## src/rtl/boot_ctrl_pkg.sv

```systemverilog
// Shared constants, state type and helpers for the cluster boot-control reqrsp responder.
// Offsets are relative to the 32-byte window base; every register is 64 bits wide.
package boot_ctrl_pkg;

    localparam logic [4:0] OFF_BOOT_CONTROL = 5'h00;
    localparam logic [4:0] OFF_WAKEUP       = 5'h08;
    localparam logic [4:0] OFF_SCRATCH      = 5'h10;
    localparam logic [4:0] OFF_STATUS       = 5'h18;

    // Encoding of AMONone in the reqrsp amo_op_e type.
    localparam logic [3:0] AMO_NONE = 4'h0;

    localparam int unsigned STATUS_BOOT_CNT_LSB  = 0;
    localparam int unsigned STATUS_WAKE_CNT_LSB  = 16;
    localparam int unsigned STATUS_PULSE_ACT_LSB = 32;

    typedef enum logic {
        IDLE = 1'b0,
        RESP = 1'b1
    } state_e;

    function automatic logic [31:0] strb_merge32(input logic [31:0] old_v,
                                                 input logic [31:0] new_v,
                                                 input logic [3:0]  strb);
        logic [31:0] res;
        res = old_v;
        for (int b = 0; b < 4; b++) begin
            if (strb[b]) res[8*b +: 8] = new_v[8*b +: 8];
        end
        return res;
    endfunction

    function automatic logic [15:0] sat_inc16(input logic [15:0] v);
        return (v == 16'hFFFF) ? v : v + 16'd1;
    endfunction

endpackage

```

## src/rtl/boot_ctrl_wake_pulse.sv

```systemverilog
// Per-core software-interrupt pulse generator: lanes are OR-merged while a pulse is
// running and every accepted fire reloads the cycle counter.
module boot_ctrl_wake_pulse #(
    parameter int unsigned NumCores        = 2,
    parameter int unsigned WakePulseCycles = 1
) (
    input  logic                clk_i,
    input  logic                rst_i,
    input  logic                fire_i,
    input  logic [NumCores-1:0] lanes_i,
    output logic [NumCores-1:0] msip_o,
    output logic                active_o
);

    logic [3:0]          cnt_q, cnt_d;
    logic [NumCores-1:0] lanes_q, lanes_d, merged;

    always_comb begin
        merged  = lanes_q | lanes_i;
        cnt_d   = cnt_q;
        lanes_d = lanes_q;
        // An empty lane mask with no pulse running leaves the generator idle.
        if (fire_i && (merged != '0)) begin
            cnt_d   = 4'(WakePulseCycles);
            lanes_d = merged;
        end else if (cnt_q != 4'd0) begin
            cnt_d = cnt_q - 4'd1;
            if (cnt_q == 4'd1) lanes_d = '0;
        end
    end

    always_ff @(posedge clk_i) begin
        if (rst_i) begin
            cnt_q   <= 4'd0;
            lanes_q <= '0;
        end else begin
            cnt_q   <= cnt_d;
            lanes_q <= lanes_d;
        end
    end

    assign msip_o   = lanes_q;
    assign active_o = (cnt_q != 4'd0);

endmodule

```

## src/rtl/boot_ctrl_reqrsp_responder.sv

```systemverilog
// Reqrsp slave for the cluster boot-control window: latches the boot entry point,
// pulses per-core msip on WAKEUP, and offers SCRATCH/STATUS registers.
module boot_ctrl_reqrsp_responder
    import boot_ctrl_pkg::*;
#(
    parameter int unsigned          AddrWidth       = 48,
    parameter int unsigned          DataWidth       = 64,
    parameter int unsigned          NumCores        = 2,
    parameter logic [AddrWidth-1:0] BaseAddr        = '0,
    parameter int unsigned          WakePulseCycles = 1
) (
    input  logic                   clk_i,
    input  logic                   rst_i,
    input  logic                   q_valid_i,
    output logic                   q_ready_o,
    input  logic [AddrWidth-1:0]   q_addr_i,
    input  logic                   q_write_i,
    input  logic [DataWidth-1:0]   q_data_i,
    input  logic [DataWidth/8-1:0] q_strb_i,
    input  logic [3:0]             q_amo_i,
    output logic                   p_valid_o,
    input  logic                   p_ready_i,
    output logic [DataWidth-1:0]   p_data_o,
    output logic                   p_error_o,
    output logic [31:0]            entry_point_o,
    output logic                   boot_valid_o,
    output logic [NumCores-1:0]    msip_o
);

    // Handshake: a request transfers on q_valid_i && q_ready_o, a response on
    // p_valid_o && p_ready_i; q_ready_o is high only in IDLE, so requests are
    // accepted at most every second cycle and the response is never overwritten.
    state_e                 state_q, state_d;
    logic [DataWidth-1:0]   p_data_q;
    logic                   p_error_q;
    logic [31:0]            entry_q, entry_d;
    logic                   boot_valid_q;
    logic [63:0]            scratch_q, scratch_d;
    logic [15:0]            boot_cnt_q, wake_cnt_q;

    logic [AddrWidth-1:0]   off;
    logic [4:0]             reg_off;
    logic [63:0]            wdata, rdata, status_w;
    logic [7:0]             wstrb;
    logic [NumCores-1:0]    wake_lanes;
    logic                   hs, in_range, req_err, do_write;
    logic                   boot_wr, wake_wr, scratch_wr, pulse_active;
    logic [DataWidth-1:0]   rsp_data;

    always_comb begin
        state_d   = state_q;
        q_ready_o = 1'b0;
        p_valid_o = 1'b0;
        unique case (state_q)
            IDLE: begin
                q_ready_o = 1'b1;
                if (q_valid_i) state_d = RESP;
            end
            RESP: begin
                p_valid_o = 1'b1;
                if (p_ready_i) state_d = IDLE;
            end
            default: state_d = IDLE;
        endcase
    end

    assign off      = q_addr_i - BaseAddr;
    assign in_range = (q_addr_i >= BaseAddr) && (off < AddrWidth'(32));
    assign reg_off  = {off[4:3], 3'b000};
    assign wdata    = 64'(q_data_i);
    assign wstrb    = 8'(q_strb_i);

    assign hs       = q_valid_i && q_ready_o;
    assign req_err  = !in_range || (q_amo_i != AMO_NONE) || (q_write_i && (reg_off == OFF_STATUS));
    assign do_write = hs && q_write_i && !req_err;

    assign boot_wr    = do_write && (reg_off == OFF_BOOT_CONTROL) && (wstrb[3:0] != 4'h0);
    assign wake_wr    = do_write && (reg_off == OFF_WAKEUP);
    assign scratch_wr = do_write && (reg_off == OFF_SCRATCH);

    assign entry_d   = strb_merge32(entry_q, wdata[31:0], wstrb[3:0]);
    assign scratch_d = {strb_merge32(scratch_q[63:32], wdata[63:32], wstrb[7:4]),
                        strb_merge32(scratch_q[31:0],  wdata[31:0],  wstrb[3:0])};

    always_comb begin
        wake_lanes = '0;
        for (int i = 0; i < int'(NumCores); i++) begin
            wake_lanes[i] = wdata[i] & wstrb[i/8];
        end
    end

    always_comb begin
        status_w = '0;
        status_w[STATUS_BOOT_CNT_LSB +: 16] = boot_cnt_q;
        status_w[STATUS_WAKE_CNT_LSB +: 16] = wake_cnt_q;
        status_w[STATUS_PULSE_ACT_LSB]      = pulse_active;
        unique case (reg_off)
            OFF_BOOT_CONTROL: rdata = {32'h0, entry_q};
            OFF_SCRATCH:      rdata = scratch_q;
            OFF_STATUS:       rdata = status_w;
            default:          rdata = '0;
        endcase
        rsp_data = (!q_write_i && !req_err) ? DataWidth'(rdata) : '0;
    end

    always_ff @(posedge clk_i) begin
        if (rst_i) begin
            state_q      <= IDLE;
            p_data_q     <= '0;
            p_error_q    <= 1'b0;
            entry_q      <= 32'h0;
            boot_valid_q <= 1'b0;
            scratch_q    <= 64'h0;
            boot_cnt_q   <= 16'h0;
            wake_cnt_q   <= 16'h0;
        end else begin
            state_q <= state_d;
            if (hs) begin
                p_data_q  <= rsp_data;
                p_error_q <= req_err;
            end
            if (boot_wr) begin
                entry_q      <= entry_d;
                boot_valid_q <= 1'b1;
                boot_cnt_q   <= sat_inc16(boot_cnt_q);
            end
            if (scratch_wr) scratch_q <= scratch_d;
            if (wake_wr) wake_cnt_q <= sat_inc16(wake_cnt_q);
        end
    end

    boot_ctrl_wake_pulse #(
        .NumCores        (NumCores),
        .WakePulseCycles (WakePulseCycles)
    ) u_wake_pulse (
        .clk_i    (clk_i),
        .rst_i    (rst_i),
        .fire_i   (wake_wr),
        .lanes_i  (wake_lanes),
        .msip_o   (msip_o),
        .active_o (pulse_active)
    );

    assign p_data_o      = p_data_q;
    assign p_error_o     = p_error_q;
    assign entry_point_o = entry_q;
    assign boot_valid_o  = boot_valid_q;

endmodule

```

## config.mk

```make
export PLATFORM = sky130hd
export DESIGN_NAME = boot_ctrl_reqrsp_responder
export DESIGN_NICKNAME = d
export VERILOG_FILES = /design/src/rtl/boot_ctrl_pkg.sv /design/src/rtl/boot_ctrl_wake_pulse.sv /design/src/rtl/boot_ctrl_reqrsp_responder.sv
export SDC_FILE = /design/constraint.sdc
export NUM_CORES = 1
export LEC_CHECK = 0
export CAP_MARGIN = 10
export CORE_ASPECT_RATIO = 2
export CORE_UTILIZATION = 35
export DETAILED_ROUTE_END_ITERATION = 7
export PLACE_DENSITY = 0.67
export REMOVE_ABC_BUFFERS = 1
export SYNTH_ARGS = -nofsm -noshare
export SYNTH_HDL_FRONTEND = slang
export SYNTH_SLANG_ARGS = --single-unit
```

## constraint.sdc

```tcl
create_clock -name clk_i -period 2.92 [get_ports clk_i]
set_input_delay 0.438 -clock clk_i [delete_from_list [all_inputs] [get_ports clk_i]]
set_output_delay 0.438 -clock clk_i [all_outputs]
set_load 0.005 [all_outputs]
```

## Yosys cells after proc, flatten, opt, wreduce, memory -nomap -nowiden

Index checks and enable logic that the tools add are counted.

- Register bits: 201
- Output and inout port bits: 102
- Word-level logic and storage cells: 89

- Add/subtract/negate cells: 3
- Order comparisons: 2
- Equal/unequal tests: 6
- Mux-type cells: 12
- Bitwise gates (word level): 6
- Reductions and logical operators: 39

Operator list:

| kind | count |
|---|---|
| case mux 64 bit (3 select lines) | 1 |
| 2-to-1 mux 64 bit | 1 |
| >= comparator 48 x 1 -> 1 bit, second input constant | 1 |
| < comparator 48 x 6 -> 1 bit, second input constant | 1 |
| adder 16 x 1 -> 16 bit, second input constant | 2 |
| equality test 16 bit, second input constant | 2 |
| AND reduction 2 bit | 15 |
| nonzero test 4 bit | 3 |
| logical AND 1 bit | 11 |
| 2-to-1 mux 1 bit | 6 |
| 2-to-1 mux 2 bit | 3 |
| nonzero test 2 bit | 3 |
| logical NOT 5 bit | 1 |
| equality test 2 bit, second input constant | 2 |
| equality test 4 x 1 -> 1 bit, second input constant | 1 |
| subtractor 4 x 1 -> 4 bit, second input constant | 1 |
| logical NOT 1 bit | 3 |
| NOT 1 bit | 3 |
| bitwise AND 1 bit | 2 |
| equality test 2 x 1 -> 1 bit, second input constant | 1 |
| logical OR 1 bit | 2 |
| bitwise OR 2 bit | 1 |
| case mux 1 bit (2 select lines) | 1 |
| OR reduction 2 bit | 1 |

## Depth between registers and ports, before layout

- Depth after elaboration: 11
- Depth in mapped cells: 9

## Cells and area by module

From an unflattened synthesis, not the netlist that was laid out.

- Cell total of the unflattened synthesis: 930
- Area total of the unflattened synthesis: 8,739.6 um2

By module, submodules not included:

| module | instances | cells an instance | area each (um2) | sequential area each (um2) |
|---|---|---|---|---|
| boot_ctrl_reqrsp_responder | 1 | 899 | 8,438.1 | 3,903.7 |
| boot_ctrl_wake_pulse | 1 | 31 | 301.5 | 120.1 |

## Worst setup path before layout

No wires, ideal clock.

- Kind: input -> register
- Start point: input q_addr_i[35]
- End point: register boot_cnt_q[8]
- Library setup time: 0.121 ns
- Arrival time: 2.537 ns
- Data required time: 2.799 ns
- Setup slack: 0.262 ns
- Stages: 7
- Buffers on the path: 2
- Path through: nor4_2 nand4_4 or4_4 buf_6 buf_6 nor4b_1 mux2_2

- Word-level cells in the longest chain between the ends: 10
- Elaborated cells on any way between the ends: 11

Ends and longest elaborated chain:

| item | line | RTL |
|---|---|---|
| start: declaration | boot_ctrl_reqrsp_responder.sv:16 | `input logic [AddrWidth-1:0] q_addr_i,` |
| >= comparator 48 x 1 -> 1 bit or < comparator 48 x 6 -> 1 bit (tied branches) | boot_ctrl_reqrsp_responder.sv:68 | `assign in_range = (q_addr_i >= BaseAddr) && (off < AddrWidth'(32));` |
| logical AND 1 bit * | boot_ctrl_reqrsp_responder.sv:68 |  |
| logical NOT 1 bit * | boot_ctrl_reqrsp_responder.sv:74 | `assign req_err = !in_range \|\| (q_amo_i != AMO_NONE) \|\| (q_write_i && (reg_off == OFF_STATUS));` |
| logical OR 1 bit * (2 in series) | boot_ctrl_reqrsp_responder.sv:74 |  |
| logical NOT 1 bit * | boot_ctrl_reqrsp_responder.sv:75 | `assign do_write = hs && q_write_i && !req_err;` |
| logical AND 1 bit * | boot_ctrl_reqrsp_responder.sv:75 |  |
| logical AND 1 bit * (2 in series) | boot_ctrl_reqrsp_responder.sv:77 | `assign boot_wr = do_write && (reg_off == OFF_BOOT_CONTROL) && (wstrb[3:0] != 4'h0);` |
| AND reduction 2 bit (no source line) * | - |  |
| end signal: assignment | boot_ctrl_reqrsp_responder.sv:125 | `boot_cnt_q <= sat_inc16(boot_cnt_q);` |
| end: declaration | boot_ctrl_reqrsp_responder.sv:39 | `logic [15:0] boot_cnt_q, wake_cnt_q;` |

Mark *: on every way between the ends. The rest lies on a longest branch, timed or not.
A chain may end at the register's enable or synchronous reset.

## Final worst setup path

Ends and elaborated chain as after synthesis.

==> impl_metrics.tcl <==
set metrics [dict create \
    synthCells 955 \
    hpwl_microns 19560 \
    synth_edf_count 0 \
    max_freq_mhz 385.9 \
    n_antenna_cell 0 \
    ys_ff_latch 201 \
    yosys.area_share.adder 0.005785 \
    vdd_drop_max_mv 0.3911 \
    cts_root_buffer "clkbuf_16" \
    grt_pass1_vias 8103 \
    setup-tns-final_ns 0 \
    wire_per_inst_microns 18.18 \
    gp_congestion 0.8312 \
    io_buffers 227 \
    wirelength_microns 27150 \
    initial_core_util 0.3557 \
    ys.warnings.count 0 \
    skew_ns 0.006027 \
    first_pass_iters 5 \
    clk_pin_slew_ns 0.07 \
    die-area_sq_mm 0.02539 \
    syn2layout_area_growth_pct 40.09 \
    dieWidth_microns 113.2 \
    cts-hold-fix-buffers 0 \
    avgSynthCellArea_sq_um 9.058 \
    clock_path_buffers 3 \
    crit_type "primary input to register" \
    setup_ws_ns 0.3287 \
    hp-class "primary input to register" \
    whs_path_depth 2 \
    synth_ff_type "dfxtp_1" \
    die_h_microns 224.3 \
    tightest_slew_ns 0.5884 \
    final_layout_size_suffix_gt1_frac 0.09726 \
    nets 1326 \
    maxCapViolations 0 \
    vias 8149 \
    ys_types 50 \
    p_per_area_mw_per_mm2 486.2 \
    ios 231 \
    fp-row-count 81 \
    htreeDepth 1 \
    whs_ns 0.3956 \
    muxShareOfSynthArea 0.1213 \
    grt_pass1_wl_microns 42770 \
    start_kind "primary input" \
    cp.required_ns 3.31 \
    grt_remaining_overflow 0 \
    cts_num_sinks 201 \
    async_flop_share 0 \
    antenna_found_initial 0 \
    synth_area_sq_mm 0.008651 \
    yosys.area_share.simple 0.2180 \
    grt_usage 0.2121 \
    drt-initial-drc-count 386 \
    r2r_cells 6 \
    power.leakage_nw 4.413 \
    endpoint_kind "register" \
    synth_compound_area_frac 0.1535 \
    critical_path.max_fanout 29 \
    drc 0 \
    cts_resized 0 \
    synth_top_family_by_area "simple AND/OR/NAND/NOR gates" \
    post-place-ws_ns -0.1881 \
    post-route-period-util 0.8874 \
    outcome "finished, final reports clean" \
    postRouteAntennaNets 0 \
    grt_max_degree 107 \
    rsz0062_at_grt "no" \
    min_period_ns 2.591 \
    setup_viol 0 \
    core_area_sq_mm 0.02432 \
    cts_tree "done" \
    insertion_delay_ns 0.50 \
    critPathArrivalTime_ns 2.98 \
    synth_xor_area_frac 0.001012 \
    yosysSeqAreaShare 0.4651 \
    slew_viol_final 0 \
    cts_setup_buffers 0 \
    power_mw 5.892 \
    slew_headroom 0.6069 \
    cts_buffers 19 \
    viasPerCell 5.458 \
    hold_viol_final 0 \
]
==> per-layer routing <==
| metal | wire length (microns) | vias up | share of wire | GRT usage |
|---|---|---|---|---|
| met2 | 14140 | 250 | 0.52 | 0.3930 |
| li1 | - | 3962 | - | - |
| met5 | 0 | - | 0 | 0 |
| met3 | 1408 | 41 | 0.052 | 0.03368 |
| met4 | 780 | 0 | 0.029 | 0.08786 |
| met1 | 10820 | 3896 | 0.40 | 0.2367 |
==> worst paths after layout <==
kind / startpoint / endpoint / slack [ns]
max reg2reg: boot_cnt_q[0]$_SDFFE_PP0P_ / boot_cnt_q[8]$_SDFFE_PP0P_ / 0.48
max: q_addr_i[35] / boot_cnt_q[8]$_SDFFE_PP0P_ / 0.33
min: rst_i / scratch_q[32]$_SDFFE_PP0P_ / 0.40
min reg2reg: p_data_o[3]$_SDFFE_PP0P_ / p_data_o[3]$_SDFFE_PP0P_ / 0.45
==> synthesized netlist by cell type, drive strengths merged (5+ instances only) <==
cell	n	share of area
nor2b	10	0.0072
nand2	47	0.020
o21ai	73	0.042
dfxtp	201	0.47
nor2	117	0.051
and4	9	0.0091
inv	10	0.0043
buf	10	0.0067
nand4	19	0.016
a21oi	93	0.054
mux2	7	0.0091
or4	25	0.023
o31ai	19	0.016
and3b	6	0.0061
mux2i	97	0.11
nand3b	7	0.0061
nand3	51	0.030
a22o	31	0.031
clkbuf	55	0.024
and2	5	0.0036
nor4	26	0.029
==> final cells by class <==
class                           count  area, sq um
Clock inverter                      4        73.82
Sequential cell                   201         4024
Timing Repair Buffer              282         2703
Clock buffer                       27        565.5
Tap cell                          290        362.8
Inverter                           11        41.29
Multi-Input combinational cell    678         4349
Fill cell                        2314        12200
==> where the power goes <==
group          switching, mW  internal (mW)
sequential            0.0214           2.76
clock                   1.08           1.52
combinational          0.253          0.256
total                   1.35           4.54
==> placed cells by master (no fill, tap or decap), types with 5 or more instances in the layout <==
cell / n
clkdlybuf4s50_1: 225
dfxtp_1: 201
nor2_1: 115
mux2i_1: 97
a21oi_1: 93
buf_4: 54
o21ai_0: 51
nand3_1: 51
nand2_1: 47
a22o_1: 31
or4_1: 23
o21ai_1: 22
o31ai_1: 19
clkbuf_16: 19
nand4_1: 17
nor4_2: 13
nor4_1: 12
inv_1: 10
nor2b_1: 10
and4_1: 9
nand3b_1: 7
mux2_2: 7
and3b_1: 6
clkbuf_8: 6
and2_1: 5
==> per-stage QoR <==
step | util | instances | area (sq um)
global route | 0.4983 | 1493 | 12120
global placement | 0.4720 | 1462 | 11480
finish | 0.4983 | 1493 | 12120
CTS | 0.4983 | 1493 | 12120
detailed placement | 0.4720 | 1462 | 11480
floorplan | - | 890 | 8387
==> flip-flops by register name (all words and copies together), names as in the netlist, 2 cells and up <==
name	flops
p_data_o	64
scratch_q	64
u_wake_pulse.cnt_q	4
wake_cnt_q	16
entry_point_o	32
boot_cnt_q	16
u_wake_pulse.msip_o	2
==> worst max-delay path, stage by stage <==
cell and delay, ns:
clkdlybuf4s50_1 0.42, nor4_2 0.31, buf_4 0.17, nand4_4 0.11, or4_4 0.56, buf_4 0.25
nor4b_1 0.34, mux2_2 0.38
==> logic make-up after synthesis <==
logic type	Yosys count
compound gates	226
mux	104
simple gates	343
flops	201
buf+inv	76
xor+xnor	1
fa+ha+maj	4
Note: power is estimated with default switching activity, not from simulation.
==> edit, RTL diff (config.mk and constraints unchanged) <==
Set the parameter `AddrWidth` to 24 (it was 48).
--- a/src/rtl/boot_ctrl_reqrsp_responder.sv
+++ b/src/rtl/boot_ctrl_reqrsp_responder.sv
@@ -3,7 +3,7 @@
 module boot_ctrl_reqrsp_responder
     import boot_ctrl_pkg::*;
 #(
-    parameter int unsigned          AddrWidth       = 48,
+    parameter int unsigned          AddrWidth       = 24,
     parameter int unsigned          DataWidth       = 64,
     parameter int unsigned          NumCores        = 2,
     parameter logic [AddrWidth-1:0] BaseAddr        = '0,
Ports: changed (resized q_addr_i); port bits go from 231 to 207. No check against the original RTL was run, so the function may have changed too.
==> edit against the unedited design <==
The flow now finishes with violations (design-rule violations); power decreased by 0.48%; worst setup slack got worse by 0.10 ns; cell area decreased by 4.5%; wire length decreased by 13%; sequential cell count unchanged; register-to-register slack improved by 0.29 ns; sequential share of layout area increased by 1.6 points; area after synthesis decreased by 3.7%; utilization decreased by 0.21 points; first-iteration DRC count decreased by 27%; critical path type unchanged; highest routed layer unchanged.
==> edit: results (changes against the unedited design) <==
metric;value;unit;change
Hold Crit Class;in2reg;;
vias in the first global route;7261;;-10%
setup slack after placement;-0.291;ns;-0.103 ns
ranking of synthesized cells by area;dfxtp_1 48%, mux2i_1 12%, nor2_1 6.7%;;
initial antenna violation count;0;;unchanged
Synth Warn #;0;;unchanged
failing checks;design-rule violations;;
WL met1;8770;um;-19%
Port-buffer cells;203;;-11%
worst skew pair latency;0.50;ns;about the same
CTS Buf Count;20;;+1
reg2reg start;state_q;;
Clock Tree Buf Depth;3;;unchanged
sequential share of the synthesized area;48.3;%;+1.8 points
actual slew at the worst max-slew pin;0.640;ns;+0.0520 ns
Total GRT Usage;19.0;%;-2.2 points
Inserted Diodes;0;;unchanged
Yosys cell types;47;;-6.0%
postcts setup bufs;0;;unchanged
Final GP Congestion;0.781;;-6.1%
r2r worst-path depth;4;;-2
DP Wirelength;17000;um;-13%
drt wl/cell;17.0;um;-6.7%
CP startpoint;q_addr_i[19];;
Post-route DRC;24;;+24
skew final;0.0121;ns;+0.00612 ns
Arr. time, crit path;3.09;ns;+0.11 ns
Cell Area, Placed;10900;um^2;-5.0%
routed vias/inst;5.21;;-4.5%
minimum clock period;2.69;ns;+0.0999 ns
leakage;4.07;nW;-7.7%
DR top layer;met4;;
CP Capture Point;boot_cnt_q[10];;
first-pass GRT wire length;37200;um;-13%
Reg2Reg Capture Point;boot_cnt_q[10];;
root buffer cell;clkbuf_16;;
WL met3;1460;um;+3.6%
H-tree Lvls;1;;unchanged
slowest CP cell;or4_4;;
outcome;finished with violations;;
WL met2;12900;um;-8.9%
Final #Nets;1208;;-8.9%
Worst-path clk slew;0.07;ns;about the same
DRT Pass-1 Iters;7;;+2
ys async rst share;0;%;unchanged
layout cells sized above 1;11.5;%;+1.8 points
Max IR drop VDD;482;uV;+23%
post-cts gate resize count;0;;unchanged
delay-heaviest family, CP;simple AND/OR/NAND/NOR gates;;
max incr delay on CP;0.69;ns;+0.13 ns
Synth top cells by count;201 x dfxtp_1, 149 x nor2_1, 98 x mux2i_1, 63 x a22oi_1, 52 x clkbuf_1;;
R2R setup slack;0.77;ns;+0.29 ns
largest net degree at the start of global routing;52;;-51%
CP Max Fanout;23;;-21%
DR iter-0 viols;282;;-27%
-- edit: cell types whose count changed after synthesis, moves of 6 or more --
cell,delta
mux2_2,+29
a21oi_1,-63
o21ai_1,-22
nand4_1,-7
or4_1,-6
nor2_1,+32
nor4_2,-13
o21ai_0,-8
or3_1,+8
a22o_1,-31
nand3_1,-28
a22oi_1,+63
nor3_2,+8
-- edit: worst register-to-register path: stages (launching register included) --
cell and delay [ns]:
dfxtp_1 0.36, nand3b_1 0.26, or4_4 0.66, nor4_1 0.38
mux2_2 0.37
-- edit: cells by family (layout without fill, tap and decap cells) --
family	Yosys count	count (layout)	share of synthesized area, %
adder cells (fa/ha/maj)	4	4	0.601
AO/OA/AOI/OAI	162	162	12.5
multiplexers	134	134	16.6
XOR/XNOR	3	3	0.315
AND/OR/NAND/NOR	316	316	18.4
flip-flops	201	201	48.3
buffers and inverters	67	292	3.23
-- edit: layer usage --
| layer | GRT usage (%) | up-vias |
|---|---|---|
| met5 | 0 | - |
| met3 | 4.03 | 40 |
| li1 | - | 3600 |
| met2 | 37.9 | 169 |
| met1 | 19.1 | 3459 |
| met4 | 6.85 | 0 |
-- edit: worst min path at each step --
stage / from / end / slack, ns / depth (start not counted)
finish: rst_i / scratch_q[4] / 0.30 / 2
global route: rst_i / scratch_q[4] / 0.31 / 2
CTS: q_addr_i[4] / p_data_o[32] / 0.30 / 3
detailed placement: p_data_o[31] / p_data_o[31] / 0.44 / 2
global placement: p_data_o[9] / p_data_o[9] / 0.43 / 2
floorplan: boot_valid_o / boot_valid_o / 0.44 / 2
-- edit: stage by stage --
step	std cells	hold WS, ns	utilization, %
6_report	1395	0.300	49.6
5_1_grt	1395	0.314	49.6
4_1_cts	1395	0.301	49.6
3_5_place_dp	1360	0.444	46.7
3_3_place_gp	1360	0.434	46.7
2_1_floorplan	830	0.436	-
-- edit: report_power, final --
part           switching (mW)  internal [mW]  total (mW)  leakage [nW]
combinational           0.212          0.215       0.428          2.12
sequential             0.0219           2.76        2.79          1.62
clock                    1.08           1.57        2.65         0.329
total                    1.32           4.55        5.86          4.07
-- edit: layout make-up --
cell class	count	area, um^2
Clock buffer	28	582
Clock inverter	7	91.3
Fill cell	2247	11800
Inverter	10	37.5
Multi-Input combinational cell	619	4060
Sequential cell	201	4020
Tap cell	283	354
Timing Repair Buffer	247	2430
